## config.mk

```make
export PLATFORM = sky130hd
export DESIGN_NAME = muldiv_seq
export DESIGN_NICKNAME = d
export VERILOG_FILES = /design/src/rtl/muldiv_seq.sv
export SDC_FILE = /design/constraint.sdc
export NUM_CORES = 1
export LEC_CHECK = 0
export CORE_AREA = 2 2 189 191
export CTS_CLUSTER_SIZE = 12
export DETAILED_ROUTE_END_ITERATION = 12
export DIE_AREA = 0 0 191 193
export PLACE_DENSITY = 0.65
export SYNTH_ARGS = -nofsm -noshare
export SYNTH_HDL_FRONTEND = slang
export SYNTH_SLANG_ARGS = --single-unit
```

## constraint.sdc

```tcl
create_clock -name clk -period 3.3 [get_ports clk]
set_input_delay 0.66 -clock clk [delete_from_list [all_inputs] [get_ports clk]]
set_output_delay 0.66 -clock clk [all_outputs]
set_load 0.005 [all_outputs]
```

## src/rtl/muldiv_seq.sv

```systemverilog
// Multi-cycle RV32M multiply/divide sequencer: shift-add multiply, restoring divide.
// Optional MULDIV_FAST_MUL_EN: single-cycle multiply at accept; divide stays iterative.
module muldiv_seq (
    input  logic        clk,
    input  logic        rst_n,
    input  logic        start,
    input  logic [2:0]  op,
    input  logic [31:0] a,
    input  logic [31:0] b,
    input  logic        flush,
    output logic        busy,
    output logic        done,
    output logic [31:0] result
);
    localparam int unsigned W  = 32;
    localparam int unsigned CW = 5;

    typedef enum logic [1:0] {IDLE, CALC, FIX, DONE} state_t;

    state_t          state_q, state_d;
    logic [2*W-1:0]  acc_q, acc_d;
    logic [W-1:0]    mb_q, mb_d;
    logic [2:0]      op_q, op_d;
    logic            sa_q, sa_d, sb_q, sb_d;
    logic [CW-1:0]   cnt_q, cnt_d;
    logic [W-1:0]    result_d;
    logic            busy_d, done_d;

    // Operand decode at accept: signedness, magnitudes and shortcut detection
    logic            a_signed, b_signed, a_neg, b_neg, div0, ovf, accept;
    logic [W-1:0]    a_mag, b_mag;

    always_comb begin
        a_signed = (op != 3'd3) && (op != 3'd5) && (op != 3'd7);
        b_signed = (op == 3'd0) || (op == 3'd1) || (op == 3'd4) || (op == 3'd6);
        a_neg    = a_signed && a[W-1];
        b_neg    = b_signed && b[W-1];
        a_mag    = a_neg ? W'(-a) : a;
        b_mag    = b_neg ? W'(-b) : b;
        div0     = op[2] && (b == '0);
        ovf      = op[2] && !op[0] && (a == 32'h8000_0000) && (b == 32'hFFFF_FFFF);
        accept   = start && !flush && ((state_q == IDLE) || (state_q == DONE));
    end

    // One iteration of each algorithm; the divide trial uses a 33-bit partial remainder
    logic [W:0]      mul_sum, div_trial;
    logic [W+1:0]    div_diff;
    logic [2*W-1:0]  mul_next, div_next;

    always_comb begin
        mul_sum   = {1'b0, acc_q[2*W-1:W]} + {1'b0, mb_q};
        mul_next  = acc_q[0] ? {mul_sum, acc_q[W-1:1]} : {1'b0, acc_q[2*W-1:1]};
        div_trial = acc_q[2*W-1:W-1];
        div_diff  = {1'b0, div_trial} - {2'b00, mb_q};
        div_next  = div_diff[W+1] ? {div_trial[W-1:0], acc_q[W-2:0], 1'b0}
                                  : {div_diff[W-1:0], acc_q[W-2:0], 1'b1};
    end

    // Sign correction and result selection
    logic [2*W-1:0]  prod;
    logic [W-1:0]    quo, rem, fix_res;

    always_comb begin
        prod = (sa_q ^ sb_q) ? (2*W)'(-acc_q) : acc_q;
        quo  = (sa_q ^ sb_q) ? W'(-acc_q[W-1:0]) : acc_q[W-1:0];
        rem  = sa_q ? W'(-acc_q[2*W-1:W]) : acc_q[2*W-1:W];
        if (!op_q[2]) begin
            fix_res = (op_q == 3'd0) ? prod[W-1:0] : prod[2*W-1:W];
        end else begin
            fix_res = op_q[1] ? rem : quo;
        end
    end

    always_comb begin
        state_d  = state_q;
        acc_d    = acc_q;
        mb_d     = mb_q;
        op_d     = op_q;
        sa_d     = sa_q;
        sb_d     = sb_q;
        cnt_d    = cnt_q;
        result_d = result;

        case (state_q)
            IDLE, DONE: begin
                state_d = IDLE;
                if (accept) begin
                    op_d  = op;
                    cnt_d = '0;
                    sa_d  = a_neg;
                    sb_d  = b_neg;
                    if (div0 || ovf) begin
                        // Special results preloaded raw; cleared signs bypass correction
                        state_d = FIX;
                        sa_d    = 1'b0;
                        sb_d    = 1'b0;
                        acc_d   = div0 ? {a, 32'hFFFF_FFFF} : {32'h0, 32'h8000_0000};
`ifdef MULDIV_FAST_MUL_EN
                    end else if (!op[2]) begin
                        state_d = FIX;
                        acc_d   = (2*W)'(a_mag) * (2*W)'(b_mag);
`endif
                    end else begin
                        state_d = CALC;
                        if (op[2]) begin
                            acc_d = {{W{1'b0}}, a_mag};
                            mb_d  = b_mag;
                        end else begin
                            acc_d = {{W{1'b0}}, b_mag};
                            mb_d  = a_mag;
                        end
                    end
                end
            end
            CALC: begin
                acc_d = op_q[2] ? div_next : mul_next;
                cnt_d = CW'(cnt_q + 1'b1);
                if (cnt_q == CW'(W - 1)) begin
                    state_d = FIX;
                end
            end
            FIX: begin
                result_d = fix_res;
                state_d  = DONE;
            end
            default: state_d = IDLE;
        endcase

        if (flush) begin
            state_d  = IDLE;
            result_d = result;
        end

        busy_d = (state_d == CALC) || (state_d == FIX);
        done_d = (state_d == DONE);
    end

    always_ff @(posedge clk or negedge rst_n) begin
        if (!rst_n) begin
            state_q <= IDLE;
            acc_q   <= '0;
            mb_q    <= '0;
            op_q    <= '0;
            sa_q    <= 1'b0;
            sb_q    <= 1'b0;
            cnt_q   <= '0;
            result  <= '0;
            busy    <= 1'b0;
            done    <= 1'b0;
        end else begin
            state_q <= state_d;
            acc_q   <= acc_d;
            mb_q    <= mb_d;
            op_q    <= op_d;
            sa_q    <= sa_d;
            sb_q    <= sb_d;
            cnt_q   <= cnt_d;
            result  <= result_d;
            busy    <= busy_d;
            done    <= done_d;
        end
    end
endmodule

```

# Yosys cells after proc, flatten, opt, wreduce, memory -nomap -nowiden
# Index checks and enable logic that the tools add are counted.
[totals]
regBits = 142
inputBits = 71
wordCells = 91
[classes]
muxes = 26
eq_ne = 16
reduce_logical = 28
bitwise = 3
add_sub_neg = 8
[ops]
columns = ["operator", "n"]
rows = [
  ["64-bit two-way mux", 7],
  ["32-bit two-way mux", 9],
  ["32-bit negation", 4],
  ["64-bit one-hot mux with 2 select lines", 1],
  ["32-bit == test (second input constant)", 2],
  ["64-bit negation", 1],
  ["33-bit by 32-bit subtractor with 34-bit output", 1],
  ["32-bit by 32-bit adder with 33-bit output", 1],
  ["32-bit zero test", 1],
  ["1-bit logical AND", 10],
  ["5-bit one-hot mux with 2 select lines", 1],
  ["2-bit == test (second input constant)", 4],
  ["2-bit two-way mux", 4],
  ["3-bit == test (second input constant)", 2],
  ["3-bit zero test", 2],
  ["1-bit logical OR", 6],
  ["3-bit inequality test (second input constant)", 2],
  ["2-bit one-hot mux with 3 select lines", 1],
  ["2-bit AND reduction", 3],
  ["5-bit by 1-bit adder with 5-bit output (second input constant)", 1],
  ["5-bit == test (second input constant)", 1],
  ["5-bit two-way mux", 1],
  ["2-bit by 1-bit == test with 1-bit output (second input constant)", 2],
  ["3-bit by 1-bit == test with 1-bit output (second input constant)", 1],
  ["other kinds (10)", 13],
]

# Logic depth before layout (Yosys ltp)
# Gate-level depths: netlist (run 1).
[logic_depth]
word_depth = 11
mapped_depth = 13
depth_no_buf = 12

# Worst setup path before layout (run 1)
# Ideal clock, no wire load.
[synth_timing]
path_kind = "input to register"
start = "input port a[1]"
end = "register busy"
cell_stages = 12
setup_slack_ns = -0.460
setup_ns = 0.126
arrival_ns = 3.634
cell_sequence = "inv_1 > ha_1 > or3b_1 > or3_1 > nand3b_4 > or4_4 > or4_4 > nor2b_4 > buf_6 > o22a_1 > nor2_1 > ha_1"
[synth_between]
elab_chain_len = 10
[synth_lines]
columns = ["element", "line", "rtl"]
rows = [
  ["start: declaration", "8", "input logic [31:0] a,"],
  ["32-bit == test *", "41", "ovf = op[2] && !op[0] && (a == 32'h8000_0000) && (b == 32'hFFFF_FFFF);"],
  ["1-bit logical AND * (2 in series)", "41", ""],
  ["1-bit logical OR *", "92", "if (div0 || ovf) begin"],
  ["2-bit two-way mux *", "92", ""],
  ["2-bit two-way mux *", "87", "if (accept) begin"],
  ["2-bit one-hot mux with 3 select lines *", "84", "case (state_q)"],
  ["2-bit two-way mux *", "129", "if (flush) begin"],
  ["via state_d[1]", "20", "state_t state_q, state_d;"],
  ["2-bit by 1-bit == test with 1-bit output / 2-bit == test (equally long branches)", "134", "busy_d = (state_d == CALC) || (state_d == FIX);"],
  ["1-bit logical OR *", "134", ""],
  ["via busy_d", "27", "logic busy_d, done_d;"],
  ["end signal: assignment", "159", "busy <= busy_d;"],
  ["end: declaration", "11", "output logic busy,"],
]
# Mark *: on every way through the listed nets, which the timed path passes. The rest lies on a longest branch.
# A chain may end at the register's enable or synchronous reset.

# Final worst setup path (run 1)
[layout_timing]
start = "input port a[3]"
end = "register busy"
# Same word-level chain as after synthesis.

==> results of run 1 <==
## synth_stat cells, types with 9 or more instances
cell      count
and3_1       14
o211ai_1     19
a31oi_1      30
o21a_1       10
a211oi_1     31
nor4_1       22
xnor2_1     105
mux2_2       14
nand2b_1     19
nand4_1      22
o221ai_1     18
mux2i_1      55
nor3_1       41
o41ai_1      15
and2_1       11
clkbuf_1    130
a21o_1       39
buf_1        13
nor2_1      177
nand3_1      52
a21oi_1     195
or3_1        12
xor2_1       97
a221oi_1     17
nand2_1     251
dfrtp_1     142
inv_1        66
a221o_1       9
ha_1         74
o21bai_1     11
o22ai_1      17
or4_1        18
o31ai_1      31
o21ai_0     191
## sequential cells by signal, indices dropped and copies added, names as in the netlist, 2 cells and up
name / flops
acc_q: 64
mb_q: 32
result: 32
cnt_q: 5
op_q: 3
state_q: 2
## worst paths after layout
kind | cells after the start | from | slack [ns] | endpoint
setup / recovery | 10 | a[3] | 0.02 | busy
hold / removal | 1 | rst_n | 0.24 | result[24]
setup reg to reg | 12 | mb_q[16] | 0.02 | acc_q[49]
hold reg to reg | 2 | result[6] | 0.48 | result[6]
max in group asynchronous | 2 | rst_n | 2.28 | mb_q[18]
min in group clk | 2 | result[6] | 0.48 | result[6]
## cell families (layout without fill, tap and decap cells)
| group | Yosys count | count (layout) | share of synthesized area |
|---|---|---|---|
| xor+xnor | 202 | 202 | 0.114 |
| fa+ha+maj | 76 | 76 | 0.0624 |
| simple gates | 685 | 685 | 0.208 |
| buf+inv | 221 | 594 | 0.0555 |
| flops | 142 | 142 | 0.230 |
| mux | 69 | 69 | 0.0458 |
| compound gates | 699 | 699 | 0.284 |
## where the power goes
group / total, uW / leakage, uW / switching (uW) / internal [uW]
logic: 6280 / 0.00695 / 3680 / 2600
registers: 2300 / 0.00177 / 322 / 1980
clock network: 2170 / 0.000300 / 947 / 1220
total: 10700 / 0.00902 / 4950 / 5800
## per-layer routing
metal	vias to the layer above	GRT usage	part of all wire
met3	149	0.0776	0.097
met1	8751	0.539	0.43
met4	2	0.149	0.043
met2	990	0.597	0.43
met5	-	0	0.00018
li1	8364	-	-
## timing repair
| action | 4_1_cts | 5_1_grt |
|---|---|---|
| gates cloned | 0 | 1 |
| buffers inserted | 5 | 5 |
| endpoints found under the setup margin | 82 | 73 |
| resized for setup | 43 | 58 |
| pin swaps | 15 | 19 |
## cell type report
| class | count | area [um^2] | area share |
|---|---|---|---|
| clock inverters | 15 | 200 | 0.00973 |
| well taps | 461 | 577 | 0.0280 |
| multi-input cells | 1731 | 11400 | 0.557 |
| repair buffers | 495 | 4080 | 0.199 |
| clock buffers | 17 | 425 | 0.0207 |
| flip-flops and latches | 142 | 3570 | 0.173 |
| inverters | 67 | 269 | 0.0131 |
## through the flow
stage	hold slack (ns)	cells	TNS, ns	setup slack [ns]
after floorplan	0.364	2094	-1.56	-0.376
after global placement	0.457	2887	-46.49	-0.917
final	0.245	2928	0	0.0184
after global routing	0.291	2928	-0.157	-0.0399
after CTS	0.274	2923	-0.318	-0.104
after detailed placement	0.465	2887	-49.40	-0.958
## critical path, cell delays in order
cell	delay [ns]
dlygate4sd2_1	0.25
or3b_4	0.40
or3_4	0.34
nand3b_4	0.19
or4_4	0.55
or4_4	0.56
nor2b_4	0.16
o22a_1	0.20
nor2_4	0.12
ha_4	0.20
==> out/metrics.yaml, run 1 <==
global_route:
  track_usage: 0.389
  grt_pass1_wl_mm: 106
  grt_max_degree: 86
  grt_pass1_vias: 17000
  grt_antenna_before_repair: 2
  overflow: 0
clock_network:
  numCtsBuffers: 17
  clk_latency_ns: 0.47
  ctsHtreeMaxLevel: 4
  tritoncts: "yes"
  cts.clk_slew.worst_paths_ns: 0.08
  clockBufferDepth: 2
  clockRootBuffer: "clkbuf_16"
  clkSinkCount: 142
  ctsHoldBuffers: 0
power:
  vdd_ir_drop_max_mv: 0.407
  leakage_uw: 0.00902
  power_density_nw_per_um2: 522
  power.total_uw: 10700
synthesis:
  synth.net_count: 2241
  synth_top_cell_area_share: 0.230
  yosys.area.top_type: "dfrtp_1"
  yosys_register_bits: 142
  postSynthCellCount: 2094
  synth_warnings: 0
  ys_seq_area_frac: 0.230
  ys.flop_type: "dfrtp_1"
  synth_cell_type_count: 85
  syn-cell-area_um2: 15500
  ys_async_sr_fraction: 1.00
  synth_edf_count: 0
  synth.area.top_cells: "dfrtp_1 (23%), a21oi_1 (6.3%), o21ai_0 (6.2%)"
  postSynthAreaPerCell_um2: 7.39
status:
  status: "completed"
sta:
  rsz0062_at_grt: "yes"
  post-route-period-util: 0.994
  max_freq_mhz: 305
  finalSetupViolCount: 0
  finalCriticalPeriod_ns: 3.28
  slew_viol_final: 0
  fin_skew_ns: 0.0220
  max_slew.worst_pin.slew_ns: 1.06
  finalHoldViolations: 0
  slew_headroom: 0.285
route:
  wl_per_cell_um: 24.6
  wl_mm: 71.9
  num_vias: 18300
  detail-route-antenna-nets: 0
  dr.pass1.iters: 6
  drc: 0
  drt_iter0_drc: 1920
  via_per_inst: 6.23
worst_setup_path:
  critPathLaunchType: "input pin"
  cp_max_fo: 3
  arrival_ns: 3.63
  required_ns: 3.65
  endpoint_kind: "flop"
  critPathKind: "in -> reg"
place:
  port_buffers: 104
  placement.cell_area_um2: 19500
  place.gp.congestion: 0.990
  hpwl_mm: 57.4
finish:
  n_antenna_cell: 0
  layout.nets: 2601
  n_fill_cell: 3302
  fin_util: 0.588
  layout-drive-gt1-share: 0.219
  layout_common_cells: "buf_4 (380), nand2_1 (250), a21oi_1 (190)"
  final_common_cell: "buf_4"
  area_growth_pct: 32.9
  final_area_um2: 20600
floorplan:
  die_h_um: 193
  ios: 105
  initial_core_util: 0.443
  placementRows: 69
  dieWidth_um: 191
  die_area_um2: 36900
  core_area_um2: 35000
min_path:
  hp-class: "in -> async"
job:
  maxCapViolations: 0
(Power assumes the default switching activity.)
==> run 2, diff against run 1 <==
==> constraint.sdc (replaced) <==
create_clock -name clk -period 2.8 [get_ports clk]
set_input_delay 0.56 -clock clk [delete_from_list [all_inputs] [get_ports clk]]
set_output_delay 0.56 -clock clk [all_outputs]
set_load 0.05 [all_outputs]
==> out/metrics.yaml, run 2 (synthesis gave the netlist of run 1 again) <==
finish:
  n_antenna_cell: 0  # unchanged
  layout_common_cells: "buf_4 (569), nand2_1 (233), a21oi_1 (168)"
  final_common_cell: "buf_4"
  final_area_um2: 24200  # +18%
  largest_reg_flops: 64  # unchanged
  area_growth_pct: 56.4
  reg_top3: "acc_q: 64 flops, mb_q: 32 flops, result: 32 flops"
  layout-drive-gt1-share: 0.368  # +0.149
  n_fill_cell: 2809  # -15%
  largest-register: "acc_q"
  layout.nets: 2849  # +9.5%
sta:
  finalSetupTns_ns: -26.91  # -26.91 ns
  finalCriticalPeriod_ns: 3.20
  rsz0062_at_grt: "yes"
  finalHoldViolations: 0  # unchanged
  max_freq_mhz: 312
  worst_slack_ns: -0.401  # -0.419 ns
  slew_viol_final: 0  # unchanged
  max_slew.worst_pin.slew_ns: 0.711  # -0.353 ns
  post-route-period-util: 1.14
  finalSetupViolCount: 105  # +105
  fin_skew_ns: 0.0140  # -0.00802 ns
  slew_headroom: 0.521  # +0.236
floorplan:
  initial_core_util: 0.443  # unchanged
  die_area_um2: 36900  # unchanged
  core_area_um2: 35000  # unchanged
  ios: 105  # unchanged
  die_h_um: 193  # unchanged
  placementRows: 69  # unchanged
  dieWidth_um: 191  # unchanged
place:
  place.gp.congestion: 1.02  # +2.8%
  port_buffers: 104  # unchanged
  hpwl_mm: 60.1  # +4.8%
  placement.cell_area_um2: 21100  # +8.1%
global_route:
  grt_antenna_before_repair: 2  # unchanged
  grt_pass1_wl_mm: 114  # +7.4%
  track_usage: 0.420  # +0.0309
  grt_max_degree: 75  # -13%
  overflow: 0  # unchanged
  grt_pass1_vias: 18500  # +8.3%
worst_setup_path:
  slowest_stage: "a2111o_1"
  crit_start: "mb_q[18]"
  required_ns: 3.19  # -0.46 ns
  reg2reg_from: "mb_q[18]"
  endpoint_kind: "flop"
  critPathKind: "reg -> reg"
  cp_max_fo: 7  # +4
  arrival_ns: 3.59  # -0.04 ns
  critPathLaunchType: "flop"
  reg2reg_slack_ns: -0.40  # -0.42 ns
  path_cells: "inv_2, ha_4, a21oi_1, o21ai_1, nand4_1, o211a_1, a2111o_1, buf_6, and2_4, o311a_1, o311ai_2, o21a_1"
  cp_slowest_stage_delay_ns: 0.48  # -0.08 ns
route:
  detail-route-antenna-nets: 0  # unchanged
  wl_per_cell_um: 24.9  # +1.4%
  dr.pass1.iters: 6  # unchanged
  drc: 0  # unchanged
  via_per_inst: 6.15  # -1.3%
  drt_iter0_drc: 2372  # +24%
  wl_mm: 79.2  # +10%
  num_vias: 19500  # +7.0%
power:
  power_density_nw_per_um2: 609  # +17%
  vdd_ir_drop_max_mv: 0.481  # +18%
  leakage_uw: 0.0106  # +17%
clock_network:
  numCtsBuffers: 17  # unchanged
  cts.clk_slew.worst_paths_ns: 0.07  # about the same
  ctsHtreeMaxLevel: 4  # unchanged
  ctsHoldBuffers: 0  # unchanged
  tritoncts: "yes"
  clk_latency_ns: 0.46  # about the same
  clkSinkCount: 142  # unchanged
  clockRootBuffer: "clkbuf_16"
  clockBufferDepth: 2  # unchanged
job:
  maxCapViolations: 0  # unchanged
min_path:
  hp-class: "in -> async"
status:
  violations: "setup timing"
  status: "complete, but fails checks"
[run 2: changes by cell type in the layout (fill, tap and decap cells not counted), sizes merged]
cell	previous run	this run
buf	394	642
clkdlybuf4s15	1	3
inv	72	70
clkbuf	18	21
clkinv	4	5
dlygate4sd2	8	6
bufinv	3	1
[run 2: area by class of cell]
cell class                 instances  area [um^2]  share of cell area
tap                              461          577              0.0238
timing repair buffer             743         6290               0.260
clock inverter                    12          125             0.00517
sequential                       142         3590               0.148
clock buffer                      20          447              0.0185
inverter                          67          289              0.0119
multi-input combinational       1731        12900               0.532
[run 2: through the flow]
stage          instances  power (uW)  utilization  hold slack [ns]  setup slack, ns
2_1_floorplan       2094        6910            -            0.264           -0.770
3_3_place_gp        3060       10600        0.604            0.458            -1.33
3_5_place_dp        3060       10600        0.604            0.459            -1.37
4_1_cts             3140       13900        0.663           0.0694           -0.463
5_1_grt             3176       15400        0.692           0.0844           -0.432
6_report            3176       14700        0.692           0.0645           -0.401
[run 2: routing by layer]
metal	up-vias	wire length, um	global-route usage
met4	2	4370	0.188
met2	1107	33500	0.641
met1	9361	33100	0.568
li1	8854	-	-
met5	-	25	0
met3	216	8060	0.0934
[run 2: power breakdown]
part / switching, uW / internal (uW)
combinational: 5320 / 4340
sequential: 409 / 2340
clock: 1060 / 1270
[run 2: worst paths after layout]
| kind | end | cells past startpoint |
|---|---|---|
| worst max-delay path | acc_q[54] | 12 |
| worst min-delay path | result[10] | 1 |
| worst max register to register | acc_q[54] | 12 |
| worst min register to register | result[6] | 2 |
| max in group asynchronous | mb_q[19] | 2 |
| min in group clk | result[6] | 2 |
[run 2: what timing repair did]
action	in CTS	in global routing
setup buffers	50	43
gates resized for setup	279	174
pin swaps	123	123
endpoints found under the setup margin	121	128
cloned	1	2
[run 2: critical path, delay by kind of cell, from the launching register on]
| kind | cells | cell delay (ns) |
|---|---|---|
| buffers and inverters | 2 | 0.23 |
| adders and majority gates | 1 | 0.30 |
| DFF | 1 | 0.46 |
| and+or+nand+nor | 2 | 0.38 |
| AOI/OAI and AO/OA | 7 | 1.76 |
==> run 3, diff against run 2 <==
- SKIP_LAST_GASP: unset -> 1
==> out/metrics.yaml, run 3 (synthesis gave the netlist of run 1 again) <==
worst_setup_path:
  critPathKind: "in -> reg"
  arrival_ns: 3.55  # -0.04 ns
  endpoint_kind: "flop"
  cp_max_fo: 4  # -3
  critPathLaunchType: "input pin"
  required_ns: 3.15  # -0.04 ns
route:
  wl_mm: 80.2  # +1.3%
  via_per_inst: 6.23  # +1.3%
  wl_per_cell_um: 25.3  # +1.4%
  num_vias: 19800  # +1.1%
  drt_iter0_drc: 2362  # -0.42%
  dr.pass1.iters: 6  # unchanged
  detail-route-antenna-nets: 0  # unchanged
  drc: 0  # unchanged
place:
  hpwl_mm: 60.1  # unchanged
  place.gp.congestion: 1.02  # unchanged
  dpl.cell_count: 3060  # unchanged
  port_buffers: 104  # unchanged
sta:
  fin_skew_ns: 0.0142  # +0.000176 ns
  rsz0062_at_grt: "yes"
  slew_viol_final: 0  # unchanged
  finalSetupViolCount: 102  # -2.9%
  finalCriticalPeriod_ns: 3.20  # -0.00344 ns
  slew_headroom: 0.498  # -0.0229
  max_freq_mhz: 313  # +0.11%
  worst_slack_ns: -0.397  # +0.00344 ns
  post-route-period-util: 1.14  # -0.00123
  finalHoldViolations: 0  # unchanged
  max_slew.worst_pin.slew_ns: 0.745  # +0.0339 ns
  fin_hold_ws_ns: 0.0638  # -0.000712 ns
global_route:
  overflow: 0  # unchanged
  grt_max_degree: 75  # unchanged
  grt_pass1_vias: 18400  # -0.022%
  grt_antenna_before_repair: 1  # -1
  grt_pass1_wl_mm: 114  # -0.15%
  track_usage: 0.419  # -0.000695
job:
  maxCapViolations: 0  # unchanged
clock_network:
  cts.clk_slew.worst_paths_ns: 0.07  # about the same
  clkSinkCount: 142  # unchanged
  clockBufferDepth: 2  # unchanged
  numCtsBuffers: 17  # unchanged
  clk_latency_ns: 0.46  # about the same
  clockRootBuffer: "clkbuf_16"
  tritoncts: "yes"
  ctsHtreeMaxLevel: 4  # unchanged
finish:
  area_growth_pct: 56.0
  largest-register: "acc_q"
  multi_input_area_um2: 12900  # about the same
  reg_top3: "acc_q: 64 flops, mb_q: 32 flops, result: 32 flops"
  layout_common_cells: "buf_4 (570), nand2_1 (235), a21oi_1 (172)"
  layout-drive-gt1-share: 0.365  # -0.00315
  n_antenna_cell: 0  # unchanged
  seq_area_um2: 3590  # about the same
  final_common_cell: "buf_4"
  layout.nets: 2845  # -0.14%
  largest_reg_flops: 64  # unchanged
  n_fill_cell: 2829  # +0.71%
  stdcell_count: 3172  # -0.13%
floorplan:
  core_area_um2: 35000  # unchanged
  initial_core_util: 0.443  # unchanged
  ios: 105  # unchanged
  dieWidth_um: 191  # unchanged
  placementRows: 69  # unchanged
  die_h_um: 193  # unchanged
  die_area_um2: 36900  # unchanged
status:
  status: "complete, but fails checks"
  violations: "setup timing"
power:
  leakage_uw: 0.0106  # +0.19%
  power_density_nw_per_um2: 610  # +0.21%
  vdd_ir_drop_max_mv: 0.481  # about the same
  power.total_uw: 14700  # about the same
min_path:
  hp-class: "in -> async"
run 3: changes by cell type in the layout (fill, tap and decap cells not counted), sizes merged:
cell / before / now
clkdlybuf4s50: 90 / 84
dlymetal6s2s: 1 / 7
clkdlybuf4s15: 3 / 2
dlygate4sd2: 6 / 7
clkbuf: 21 / 22
buf: 642 / 637
run 3: per-layer routing:
layer,up-vias,track usage,routed length [um]
met5,-,0.0225,131
met4,4,0.187,4640
met3,273,0.0900,8340
met2,1172,0.640,33900
met1,9460,0.568,33200
li1,8854,-,-
run 3: final cells by class:
type	instances	share of cell area
clock inverters	12	0.00518
repair buffers	739	0.258
clock buffers	20	0.0185
flip-flops and latches	142	0.149
inverters	67	0.0120
multi-input cells	1731	0.534
well taps	461	0.0239
run 3: metrics by stage:
| stage | area, um^2 | setup WS [ns] | setup TNS (ns) | util |
|---|---|---|---|---|
| 2_1_floorplan | 15800 | -0.770 | -23.29 | - |
| 3_3_place_gp | 21100 | -1.33 | -90.88 | 0.604 |
| 3_5_place_dp | 21100 | -1.37 | -94.02 | 0.604 |
| 4_1_cts | 23100 | -0.463 | -23.56 | 0.661 |
| 5_1_grt | 24100 | -0.406 | -28.59 | 0.690 |
| 6_report | 24100 | -0.397 | -24.56 | 0.690 |
run 3: path summary, 6_finish.rpt:
path                            startpoint          to  slack [ns]  cells after the start
max in group asynchronous            rst_n    mb_q[19]        1.98                      2
worst max register to register    mb_q[19]   acc_q[54]       -0.38                     13
worst max-delay path                  a[6]        busy       -0.40                     10
min in group clk                 result[6]   result[6]        0.47                      2
worst min register to register   result[6]   result[6]        0.47                      2
worst min-delay path                 rst_n  result[10]        0.06                      1
run 3: power by group:
part	internal [uW]	leakage [uW]	total, uW	switching, uW
combinational	4310	0.00860	9660	5350
sequential	2340	0.00175	2750	410
clock	1270	0.000271	2320	1050
run 3: timing repair:
item | in CTS | in global routing
resized for setup | 262 | 183
setup endpoints to repair | 121 | 128
endpoints found under the hold margin | 0 | 0
pin swaps | 119 | 128
buffers inserted | 50 | 37
hold buffers | 0 | 0
cloned | 1 | 2
run 3: critical path, stage by stage:
cell	delay [ns]
clkdlybuf4s50_1	0.46
or3_4	0.44
nor2_4	0.15
nand3b_4	0.13
or4_4	0.56
or4_4	0.55
nor2b_4	0.16
o22a_1	0.21
nor2_4	0.12
ha_4	0.20
